## src/rtl/alu_pkg.sv

```systemverilog
// alu_pkg: shared definitions for the sequential ALU.
//   - opcode encodings (opcode[2:0])
//   - bit positions inside the 4-bit flags word {N, V, C, Z}
//   - FSM state type
package alu_pkg;

  localparam logic [2:0] OP_OR   = 3'b000;
  localparam logic [2:0] OP_NAND = 3'b001;
  localparam logic [2:0] OP_NOR  = 3'b010;
  localparam logic [2:0] OP_AND  = 3'b011;
  localparam logic [2:0] OP_ADD  = 3'b100;
  localparam logic [2:0] OP_SUB  = 3'b101;
  localparam logic [2:0] OP_MUL  = 3'b110;
  localparam logic [2:0] OP_RSV  = 3'b111;

  localparam int FLG_Z = 0;
  localparam int FLG_C = 1;
  localparam int FLG_V = 2;
  localparam int FLG_N = 3;

  typedef enum logic {
    ST_IDLE = 1'b0,
    ST_MUL  = 1'b1
  } state_t;

endpackage

```

## src/rtl/alu_mul_iter.sv

```systemverilog
// alu_mul_iter: iterative unsigned shift-add multiplier, one multiplier bit
// per clock.
//   clk, rst_n : clock, asynchronous active-low reset
//   start      : load a/b and begin (must only be pulsed while !busy)
//   a, b       : multiplicand / multiplier (WIDTH bits)
//   busy       : an operation is in progress
//   done       : this cycle performs the final iteration; product is valid now
//   product    : 2*WIDTH result, meaningful while done=1
//
// The product is presented combinationally during the last iteration so the
// parent can register it on the same edge that retires the operation,
// giving exactly WIDTH edges between the load edge and the result edge.
module alu_mul_iter #(
  parameter int WIDTH = 8
) (
  input  logic                 clk,
  input  logic                 rst_n,
  input  logic                 start,
  input  logic [WIDTH-1:0]     a,
  input  logic [WIDTH-1:0]     b,
  output logic                 busy,
  output logic                 done,
  output logic [2*WIDTH-1:0]   product
);

  localparam int CW = (WIDTH > 1) ? $clog2(WIDTH) : 1;

  logic [2*WIDTH-1:0] mcand_q;
  logic [2*WIDTH-1:0] acc_q;
  logic [2*WIDTH-1:0] acc_step;
  logic [WIDTH-1:0]   mplier_q;
  logic [CW-1:0]      count_q;
  logic               busy_q;

  assign acc_step = mplier_q[0] ? (acc_q + mcand_q) : acc_q;
  assign done     = busy_q && (count_q == CW'(WIDTH - 1));
  assign busy     = busy_q;
  assign product  = acc_step;

  always_ff @(posedge clk or negedge rst_n) begin
    if (!rst_n) begin
      mcand_q  <= '0;
      acc_q    <= '0;
      mplier_q <= '0;
      count_q  <= '0;
      busy_q   <= 1'b0;
    end else if (start) begin
      mcand_q  <= {{WIDTH{1'b0}}, a};
      mplier_q <= b;
      acc_q    <= '0;
      count_q  <= '0;
      busy_q   <= 1'b1;
    end else if (busy_q) begin
      acc_q    <= acc_step;
      mcand_q  <= mcand_q << 1;
      mplier_q <= mplier_q >> 1;
      count_q  <= count_q + 1'b1;
      if (done) begin
        busy_q <= 1'b0;
      end
    end
  end

endmodule

```

## src/rtl/alu_seq.sv

```systemverilog
// alu_seq: handshaked ALU with registered result/flags and an optional
// iterative multiplier.
//   clk, rst_n           : clock, asynchronous active-low reset
//   in_valid / in_ready  : operation handshake (opcode, a, b)
//   opcode               : only [2:0] decoded
//   a, b                 : operands, captured on accept
//   out_valid / out_ready: result handshake (res, flags)
//   res                  : WIDTH-bit result
//   flags                : {N, V, C, Z}
//
// state   | meaning
// --------+----------------------------------------------------
// ST_IDLE | ready for a new op (subject to output backpressure)
// ST_MUL  | multiplier iterating; input side stalled
module alu_seq
  import alu_pkg::*;
#(
  parameter int WIDTH      = 8,
  parameter int ENABLE_MUL = 1
) (
  input  logic             clk,
  input  logic             rst_n,
  input  logic             in_valid,
  output logic             in_ready,
  input  logic [7:0]       opcode,
  input  logic [WIDTH-1:0] a,
  input  logic [WIDTH-1:0] b,
  output logic             out_valid,
  input  logic             out_ready,
  output logic [WIDTH-1:0] res,
  output logic [3:0]       flags
);

  state_t             state_q;
  state_t             state_d;
  logic [2:0]         op;
  logic               accept;
  logic               consume;
  logic               is_mul;
  logic               mul_start;
  logic               mul_busy;
  logic               mul_done;
  logic [2*WIDTH-1:0] mul_prod;
  logic [WIDTH-1:0]   alu_res;
  logic               alu_c;
  logic               alu_v;
  logic               wb_en;
  logic [WIDTH-1:0]   wb_res;
  logic [3:0]         wb_flags;
  logic               unused_opcode_hi;

  assign op               = opcode[2:0];
  assign unused_opcode_hi = ^opcode[7:3];

  // Output slot is free if empty or being drained this same edge.
  assign in_ready  = (state_q == ST_IDLE) && !mul_busy && (!out_valid || out_ready);
  assign accept    = in_valid && in_ready;
  assign consume   = out_valid && out_ready;
  assign is_mul    = (op == OP_MUL) && (ENABLE_MUL != 0);
  assign mul_start = accept && is_mul;

  generate
    if (ENABLE_MUL != 0) begin : g_mul
      alu_mul_iter #(.WIDTH(WIDTH)) u_mul (
        .clk     (clk),
        .rst_n   (rst_n),
        .start   (mul_start),
        .a       (a),
        .b       (b),
        .busy    (mul_busy),
        .done    (mul_done),
        .product (mul_prod)
      );
    end else begin : g_no_mul
      assign mul_busy = 1'b0;
      assign mul_done = 1'b0;
      assign mul_prod = '0;
    end
  endgenerate

  always_comb begin
    alu_res = '0;
    alu_c   = 1'b0;
    alu_v   = 1'b0;
    case (op)
      OP_OR:   alu_res = a | b;
      OP_NAND: alu_res = ~(a & b);
      OP_NOR:  alu_res = ~(a | b);
      OP_AND:  alu_res = a & b;
      OP_ADD: begin
        {alu_c, alu_res} = {1'b0, a} + {1'b0, b};
        alu_v = (a[WIDTH-1] == b[WIDTH-1]) && (alu_res[WIDTH-1] != a[WIDTH-1]);
      end
      OP_SUB: begin
        // Top bit of the extended difference is the borrow.
        {alu_c, alu_res} = {1'b0, a} - {1'b0, b};
        alu_v = (a[WIDTH-1] != b[WIDTH-1]) && (alu_res[WIDTH-1] != a[WIDTH-1]);
      end
      OP_RSV:  alu_res = '0;
      default: alu_res = '0;
    endcase
  end

  always_comb begin
    wb_en    = (accept && !is_mul) || mul_done;
    wb_res   = mul_done ? mul_prod[WIDTH-1:0] : alu_res;
    wb_flags = '0;
    wb_flags[FLG_Z] = (wb_res == '0);
    wb_flags[FLG_N] = wb_res[WIDTH-1];
    wb_flags[FLG_C] = mul_done ? (|mul_prod[2*WIDTH-1:WIDTH]) : alu_c;
    wb_flags[FLG_V] = mul_done ? 1'b0 : alu_v;
  end

  always_ff @(posedge clk or negedge rst_n) begin
    if (!rst_n) begin
      out_valid <= 1'b0;
      res       <= '0;
      flags     <= '0;
    end else if (wb_en) begin
      out_valid <= 1'b1;
      res       <= wb_res;
      flags     <= wb_flags;
    end else if (consume) begin
      out_valid <= 1'b0;
    end
  end

  always_ff @(posedge clk or negedge rst_n) begin
    if (!rst_n) begin
      state_q <= ST_IDLE;
    end else begin
      state_q <= state_d;
    end
  end

  always_comb begin
    state_d = state_q;
    case (state_q)
      ST_IDLE: if (mul_start) state_d = ST_MUL;
      ST_MUL:  if (mul_done)  state_d = ST_IDLE;
      default: state_d = ST_IDLE;
    endcase
  end

endmodule

```

## config.mk

```make
export PLATFORM = sky130hd
export DESIGN_NAME = alu_seq
export DESIGN_NICKNAME = d
export VERILOG_FILES = /design/src/rtl/alu_pkg.sv /design/src/rtl/alu_mul_iter.sv /design/src/rtl/alu_seq.sv
export SDC_FILE = /design/constraint.sdc
export NUM_CORES = 1
export LEC_CHECK = 0
export ABC_AREA = 0
export CORE_UTILIZATION = 50
export CTS_CLUSTER_SIZE = 14
export DETAILED_ROUTE_END_ITERATION = 12
export GPL_TIMING_DRIVEN = 1
export PLACE_DENSITY_LB_ADDON = 0.2
export SKIP_CTS_REPAIR_TIMING = 1
export SLEW_MARGIN = 0
export SYNTH_ARGS = -nofsm -noshare
export SYNTH_HDL_FRONTEND = slang
export SYNTH_SLANG_ARGS = --single-unit
```

## constraint.sdc

```tcl
create_clock -name clk -period 4.6 [get_ports clk]
set_input_delay 0.92 -clock clk [delete_from_list [all_inputs] [get_ports clk]]
set_output_delay 0.92 -clock clk [all_outputs]
set_load 0.03 [all_outputs]
```

== Word level (Yosys, flattened, before mapping) ==
Index checks and enable logic that the tools add are counted.
Storage, ports and cells
  logic and storage cells: 70
  memory bits (writable): 0
  register bits after elaboration: 58
  memories: 0
  bits in latches: 0
  output and inout port bits: 14
  memory bits (read-only): 0
  bits of input ports: 28
Cells by class
  bitwise gates (word level): 5
  add/sub/neg operators: 4
  order comparisons: 0
  multiply operators: 0
  div/mod/pow operators: 0
  shift-type cells: 0
  reductions and logical operators: 19
  mux-type cells: 22
  equality and inequality tests: 11
Operators by type and width (count)
  $mux 16: 5
  $pmux 8 s6: 1
  $mux 8: 3
  $add 16x16->16: 1
  $not 8->8: 2
  $eq 3x3->1 const B: 4
  $add 8x8->9: 1
  $logic_and 1x1->1: 9
  $sub 8x8->9: 1
  $and 8x8->8: 1
  $logic_not 8->1: 1
  $mux 1: 8
  $or 8x8->8: 1
  $reduce_or 8->1: 1
  $eq 3x2->1 const B: 2
  $mux 3: 2
  $pmux 1 s2: 3
  $reduce_bool 2->1: 2
  $add 3x1->3 const B: 1
  $eq 3x1->1 const B: 1
  $logic_not 1->1: 3
  $logic_not 3->1: 1
  $ne 1x1->1: 3
  $logic_or 1x1->1: 2
  2 further kinds: 2

== Logic depth before layout (Yosys ltp) ==
Gate-level depths: netlist (run 1).
  depth in word-level cells: 7
  mapped depth: 11
  depth with buffers taken out: 11

== Hierarchy ==
From an unflattened synthesis (run 1), not the netlist that was laid out.
Unflattened totals
  cell total of the unflattened synthesis: 512
  area total of the unflattened synthesis: 4664.5 µm²
Modules (own cells, without submodules)
  alu_mul_iter: area an instance 2797.7 µm², cells each 295, instances 1
  alu_seq: area an instance 1866.8 µm², cells each 217, instances 1

== Worst setup path before layout (run 1) ==
No wires, ideal clock.
  path kind: input-to-reg
  from: in a[0]
  to: reg flags[0]
  cell stages on the path: 10
  arrival time: 2.909 ns
  path buffers: 0
  data required time: 4.513 ns
  path slack: 1.604 ns
  path through: ha_1 > fa_1 > a211oi_1 > o21ai_0 > o211a_1 > a211oi_1 > a22oi_1 > a211oi_1 > nand3_1 > a22oi_1
Between the ends
  longest elaborated chain between the ends: 5
  elaborated cells on any way between the ends: 9
  classes of those cells: add/sub: 2; mux: 2; bitwise: 4; reduce/logical: 1
RTL lines
  from (decl): RTL line alu_seq.sv:26  | input logic [WIDTH-1:0] a,
  parallel branches: the longest is 2 deep, another holds $sub 8x8->9
  $pmux 8 s6 (*): RTL line alu_seq.sv:85  | case (op)
  $mux 8 (*): RTL line alu_seq.sv:106  | wb_res = mul_done ? mul_prod[WIDTH-1:0] : alu_res;
  $logic_not 8->1 (*): RTL line alu_seq.sv:108  | wb_flags[FLG_Z] = (wb_res == '0);
  to (signal assigned): RTL line alu_seq.sv:122  | flags <= wb_flags;
  to (decl): RTL line alu_seq.sv:31  | output logic [3:0] flags
Mark *: on every way between the ends.
A chain may end at the register's enable or synchronous reset.

== Worst setup path after layout (run 1) ==
  from: in a[1]
  to: reg flags[0]
The elaborated chain is that of the path after synthesis.

==> results.ini, run 1 <==
[yosys]
netlist_area_um2 = 4527
ys_seq_area_share_pct = 31.51
ys_top_cells_by_count = nand2_1, dfrtp_1, ha_1, nor2_1, o21ai_0
synth_compound_area_share_pct = 23.71
ys.warnings.count = 0
ys_ff_latch = 57
synthFlopType = dfrtp_1
synth_edf_count = 0
avgSynthCellArea_um2 = 8.574
synth.top_cell.area_share_pct = 31.51
synthArstFlopShare_pct = 100.0
synth-adder-area-share_pct = 12.94
synth_top_family_by_area = compound AO/OA/AOI/OAI gates
synth.area.top_cells = dfrtp_1, ha_1, nand2_1, mux2i_1, o21ai_0
ys_types = 64
synth_fp_nets = 601
synthXorXnorAreaFrac_pct = 4.643
synth_area_leader_cell = dfrtp_1
synthMostInstantiatedCell = nand2_1
muxShareOfSynthArea_pct = 5.749
yosys.area_share.simple_pct = 16.72
syn_inst = 528

[placement]
dp.cells = 654
gp_congestion = 0.8513
dp.final_hpwl_mm = 8.509
place_ws_ns = 0.7170
numPortBuffers = 36

[floorplanning]
die_width_um = 97.15
die-area_um2 = 9438
die_h_um = 97.15
core_area_um2 = 8763
std_cell_rows = 34
initial_core_util_pct = 51.66
io-pin-count = 42

[sta]
post-route-period-util_pct = 79.56
whs_ns = 0.4831
worst_slack_ns = 0.9403
hold_viol = 0
slew_viol_final = 0
slew_headroom_pct = 43.14
setup-violations-final = 0
worstMarginPinSlew_ns = 0.8498
period_needed_ns = 3.660
fmax_mhz = 273.2
grt_setup_unrepaired = false
fin_setup_tns_ns = 0
finalClockSkew_ns = 0.007780

[setup_path]
cp_cell_sequence = clkdlybuf4s50_1, inv_1, ha_1, a21o_1, a211o_1, and3_1, o31ai_1, nand3_1, a211oi_1, nand3_1, a22oi_1
cp_slowest_stage_delay_ns = 0.60
critPathSlowestCell = clkdlybuf4s50_1
cpMostUsedCell = nand3_1
reg2regPathDepth = 10
cp_max_fo = 5
worstPathArrival_ns = 3.91
cp-end-kind = flip-flop
critPathLaunchType = input pin
crit_type = input pin to flip-flop
required_ns = 4.85

[drt]
wirelength_mm = 11.35
vias = 4020
drt_iter0_markers = 203
drc = 0
firstDrtPassIters = 5
vias_per_cell = 6.000
ant_nets = 0
wl_per_cell_um = 16.94

[cts]
clkSinkCount = 57
root_buffer = clkbuf_8
htree_levels = 3
clk_latency_ns = 0.34
clk_pin_slew_ns = 0.07
clockBufferDepth = 2
tritoncts = built
numCtsBuffers = 9

[grt]
grt_max_degree = 34
antenna_found_initial = 0
grt_pass1_vias = 3914
grt.overflow.total = 0
grt_pass1_wl_mm = 19.22
track_usage_pct = 25.22

[finish]
synthToLayoutAreaGrowth_pct = 14.21
final_cells = 670
diodes = 0
final_layout_size_suffix_gt1_share_pct = 6.406
n_fill_cell = 798
finalNetCount = 630

[pwr]
p_total_uw = 2762
ir_drop_v = 0.0002899
p_leak_uw = 0.002390
p_per_area_nw_per_um2 = 534.3

[run_status]
status = complete, no violations

[hold_path]
min_path_cells = 2
hold_class = flip-flop to flip-flop

[run]
maxCapViolCount = 0

## stage by stage
stage	instance area, um2	utilization (%)
finish	5170	58.99
global route	5170	58.99
CTS	5170	58.99
detailed placement	4975	56.77
global placement	4975	56.77
floorplan	4527	-
## path summary, 6_finish.rpt
| check | slack, ns | startpoint | to |
|---|---|---|---|
| worst max-delay path | 0.94 | a[1] | flags[0]$_DFFE_PN0P_ |
| worst min-delay path | 0.48 | g_mul.u_mul.mplier_q[4]$_DFFE_PN0P_ | g_mul.u_mul.mplier_q[4]$_DFFE_PN0P_ |
| worst max register to register | 1.59 | g_mul.u_mul.acc_q[0]$_DFFE_PN0P_ | flags[1]$_DFFE_PN0P_ |
| worst min register to register | 0.48 | g_mul.u_mul.mplier_q[4]$_DFFE_PN0P_ | g_mul.u_mul.mplier_q[4]$_DFFE_PN0P_ |
| max in group asynchronous | 3.19 | rst_n | g_mul.u_mul.acc_q[3]$_DFFE_PN0P_ |
| min in group asynchronous | 0.59 | rst_n | g_mul.u_mul.acc_q[8]$_DFFE_PN0P_ |
## worst max-delay path, delay by kind of cell
family / cells / cell delay (ns)
buffers and inverters: 2 / 0.73
AOI/OAI and AO/OA: 5 / 1.45
adders and majority gates: 1 / 0.35
and+or+nand+nor: 3 / 0.46
## layout make-up
class | count | area (um2) | area share [%]
clock buffers | 9 | 123.9 | 2.396
repair buffers | 44 | 415.4 | 8.035
well taps | 108 | 135.1 | 2.614
clock inverters | 7 | 71.32 | 1.379
inverters | 29 | 108.9 | 2.106
flip-flops and latches | 57 | 1426 | 27.59
multi-input cells | 416 | 2889 | 55.88
## kinds of logic (layout without fill, tap and decap cells)
family | Yosys count | count (layout)
AND/OR/NAND/NOR | 167 | 167
AO/OA/AOI/OAI | 155 | 155
flip-flops | 57 | 57
buffers and inverters | 55 | 89
adder cells (fa/ha/maj) | 45 | 45
multiplexers | 25 | 25
XOR/XNOR | 24 | 24
## placed cells by master (no fill, tap or decap), types with 6 or more instances in the layout
master,instances
nand2_1,75
dfrtp_1,57
ha_1,42
clkdlybuf4s50_1,35
nor2_1,33
o21ai_0,32
inv_1,28
a21oi_1,24
mux2i_1,20
nand3_1,13
a22oi_1,12
a211oi_1,12
xor2_1,12
xnor2_1,12
nor3_1,11
o21ai_1,10
clkbuf_8,9
a22o_1,8
buf_4,8
nand2b_1,7
o21bai_1,7
a21o_1,6
## sequential cells by signal (all words and copies together) (netlist names)
name	cells
g_mul.u_mul.mcand_q	16
res	8
g_mul.u_mul.count_q	3
g_mul.u_mul.busy	1
g_mul.u_mul.mplier_q	8
state_q	1
flags	3
out_valid	1
g_mul.u_mul.acc_q	16
## report_power, final
part           total [uW]  internal [uW]  switching (uW)  leakage (uW)
clock                 460            248             211     0.0000912
combinational        1430            584             843       0.00155
sequential            876            701             174      0.000749
total                2760           1530            1230       0.00239
## layer usage
| metal | global-route usage [%] | vias up | routed length, um |
|---|---|---|---|
| met5 | 0 | - | 0 |
| met4 | 8.496 | 0 | 173 |
| met3 | 4.388 | 15 | 688 |
| met2 | 39.11 | 133 | 5070 |
| met1 | 35.61 | 1910 | 5414 |
| li1 | - | 1962 | - |
No activity file was read; power rests on OpenSTA's default activity.
==> inputs of run 2 (changes only) <==
==> constraint.sdc (replaced) <==
create_clock -name clk -period 3.1 [get_ports clk]
set_input_delay 0.62 -clock clk [delete_from_list [all_inputs] [get_ports clk]]
set_output_delay 0.62 -clock clk [all_outputs]
set_load 0.03 [all_outputs]
==> results.ini, run 2 (synthesized netlist as in run 1, its figures left out) <==
[setup_path]
crit_buf_inv = 4  ; +2
worstPathArrival_ns = 3.16  ; -0.75 ns
path_delay_family = compound AO/OA/AOI/OAI gates
crit_type = input pin to flip-flop
cp_slowest_stage_delay_ns = 0.52  ; -0.08 ns
cp_max_fo = 3  ; -2
r2r_slack_ns = 0.29  ; -1.30 ns
cp-end-kind = flip-flop
required_ns = 3.35  ; -1.50 ns
reg2reg_from = g_mul.u_mul.acc_q[0]$_DFFE_PN0P_
r2r_end = flags[1]$_DFFE_PN0P_
cpMostUsedCell = inv_1
cp_cell_sequence = clkdlybuf4s50_1, inv_1, ha_1, inv_1, a21o_1, buf_4, o311a_1, o21a_1, o21ai_1, a22o_1, nand3_1, a22oi_1
reg2regPathDepth = 10  ; unchanged
critPathLaunchType = input pin
critPathSlowestCell = clkdlybuf4s50_1

[pwr]
clkPwrFrac_pct = 16.4  ; -0.2 points
ir_drop_v = 0.0004355  ; +50%
internal_power_uw = 2399  ; +56%
p_sw_share_pct = 43.41  ; -1.1 points
seqPwrFrac_pct = 30.0  ; -1.7 points
p_total_uw = 4239  ; +53%
p_sw_uw = 1840  ; +50%
p_leak_uw = 0.002676  ; +12%
combinationalPowerShare_pct = 53.6  ; +1.9 points
p_per_area_nw_per_um2 = 753.8  ; +41%

[floorplanning]
die_h_um = 97.15  ; unchanged
core_area_um2 = 8763  ; unchanged
die_width_um = 97.15  ; unchanged
io-pin-count = 42  ; unchanged
std_cell_rows = 34  ; unchanged
initial_core_util_pct = 51.66  ; unchanged
die-area_um2 = 9438  ; unchanged

[grt]
grt_use_met3_pct = 4.748  ; +0.36 points
track_usage_pct = 27.42  ; +2.2 points
top_usage_layer = met2
grt_max_degree = 34  ; unchanged
grtUsageMet2_pct = 42.52  ; +3.4 points
antenna_found_initial = 0  ; unchanged
grt_util_met1_pct = 38.80  ; +3.2 points
grt.overflow.total = 0  ; unchanged
grt_pass1_vias = 4143  ; +5.9%
grt_pass1_wl_mm = 20.58  ; +7.0%

[drt]
wl_per_cell_um = 17.06  ; +0.74%
firstDrtPassIters = 5  ; unchanged
wirelength_mm = 12.23  ; +7.8%
ant_nets = 0  ; unchanged
vias = 4219  ; +5.0%
drt_iter0_markers = 207  ; +2.0%
vias_per_cell = 5.884  ; -1.9%
drc = 0  ; unchanged

[finish]
synthToLayoutAreaGrowth_pct = 24.24
n_fill_cell = 750  ; -6.0%
finalNetCount = 678  ; +7.6%
final_common_cell = nand2_1
top_regs = g_mul.u_mul.acc_q (16), g_mul.u_mul.mcand_q (16)
final_layout_size_suffix_gt1_share_pct = 15.76  ; +9.4 points
diodes = 0  ; unchanged
final_util_pct = 64.18  ; +5.2 points
final_cell_mix = nand2_1, dfrtp_1, buf_4, ha_1, nor2_1

[cts]
root_buffer = clkbuf_8
clk_pin_slew_ns = 0.06  ; about the same
clkSinkCount = 57  ; unchanged
clk_latency_ns = 0.34  ; about the same
htree_levels = 3  ; unchanged
tritoncts = built
clockBufferDepth = 2  ; unchanged
numCtsBuffers = 9  ; unchanged

[run_status]
status = complete, no violations

[sta]
post-route-period-util_pct = 93.89
slew_viol_final = 0  ; unchanged
finalClockSkew_ns = 0.004729  ; -0.003051 ns
fmax_mhz = 343.6
worstMarginPinSlew_ns = 0.8160  ; -0.03380 ns
hold_viol = 0  ; unchanged
setup-violations-final = 0  ; unchanged
grt_setup_unrepaired = false
period_needed_ns = 2.911
slew_headroom_pct = 45.40  ; +2.3 points

[hold_path]
hold_class = input pin to async pin

[placement]
numPortBuffers = 36  ; unchanged
dp.final_hpwl_mm = 9.348  ; +9.9%
gp_congestion = 0.9022  ; +6.0%

[run]
maxCapViolCount = 0  ; unchanged

[run 2: worst max-delay path by stage]
stage / start / slack [ns] / cells past startpoint / endpoint
floorplan: a[0] / 0.40 / 10 / flags[0]$_DFFE_PN0P_
global placement: a[0] / -0.29 / 12 / flags[1]$_DFFE_PN0P_
detailed placement: a[0] / -0.37 / 12 / flags[1]$_DFFE_PN0P_
CTS: a[0] / -0.02 / 12 / flags[1]$_DFFE_PN0P_
global route: b[3] / 0.03 / 11 / flags[0]$_DFFE_PN0P_
finish: b[4] / 0.19 / 12 / flags[0]$_DFFE_PN0P_
[run 2: per-layer routing]
layer / vias up / routed length (um)
li1: 2051 / -
met1: 2027 / 5803
met2: 117 / 5536
met3: 24 / 648
met4: 0 / 245
met5: - / 0
[run 2: worst register-to-register path, cell delays in order, from the launching register on]
cell and delay, ns:
dfrtp_1 0.39, ha_1 0.27, fa_2 0.40, a21oi_2 0.19, o2111ai_2 0.20, a21oi_2 0.21
o21ba_1 0.16, xnor2_1 0.06, mux2_2 0.29, a2111oi_2 0.34, a41oi_1 0.15
[run 2: cell type report]
class	instances	area, um2	share of cell area, %
Clock buffer	13	158.9	2.825
Clock inverter	2	37.54	0.6674
Inverter	29	108.9	1.935
Multi-Input combinational cell	416	2959	52.61
Sequential cell	57	1426	25.36
Tap cell	108	135.1	2.403
Timing Repair Buffer	92	798.3	14.19
[run 2: power groups by stage]
stage | Combinational, uW | Clock (uW) | Sequential (uW)
3_3_place_gp | 2150 | 0 | 1270
6_report | 2270 | 696 | 1270
2_1_floorplan | 1440 | 0 | 1350
3_5_place_dp | 2210 | 0 | 1280
4_1_cts | 2230 | 715 | 1270
5_1_grt | 2510 | 750 | 1310
[run 2: per-stage QoR]
step	hold WS (ns)	setup WS, ns	area (um2)	cells	TNS (ns)
after floorplan	0.3244	0.4041	4527	528	0
after global placement	0.4594	-0.2937	5348	702	-1.228
after detailed placement	0.4640	-0.3740	5348	702	-1.601
after CTS	0.2718	-0.02243	5544	717	-0.02243
after global routing	0.2958	0.03084	5624	717	0
final	0.2604	0.1893	5624	717	0
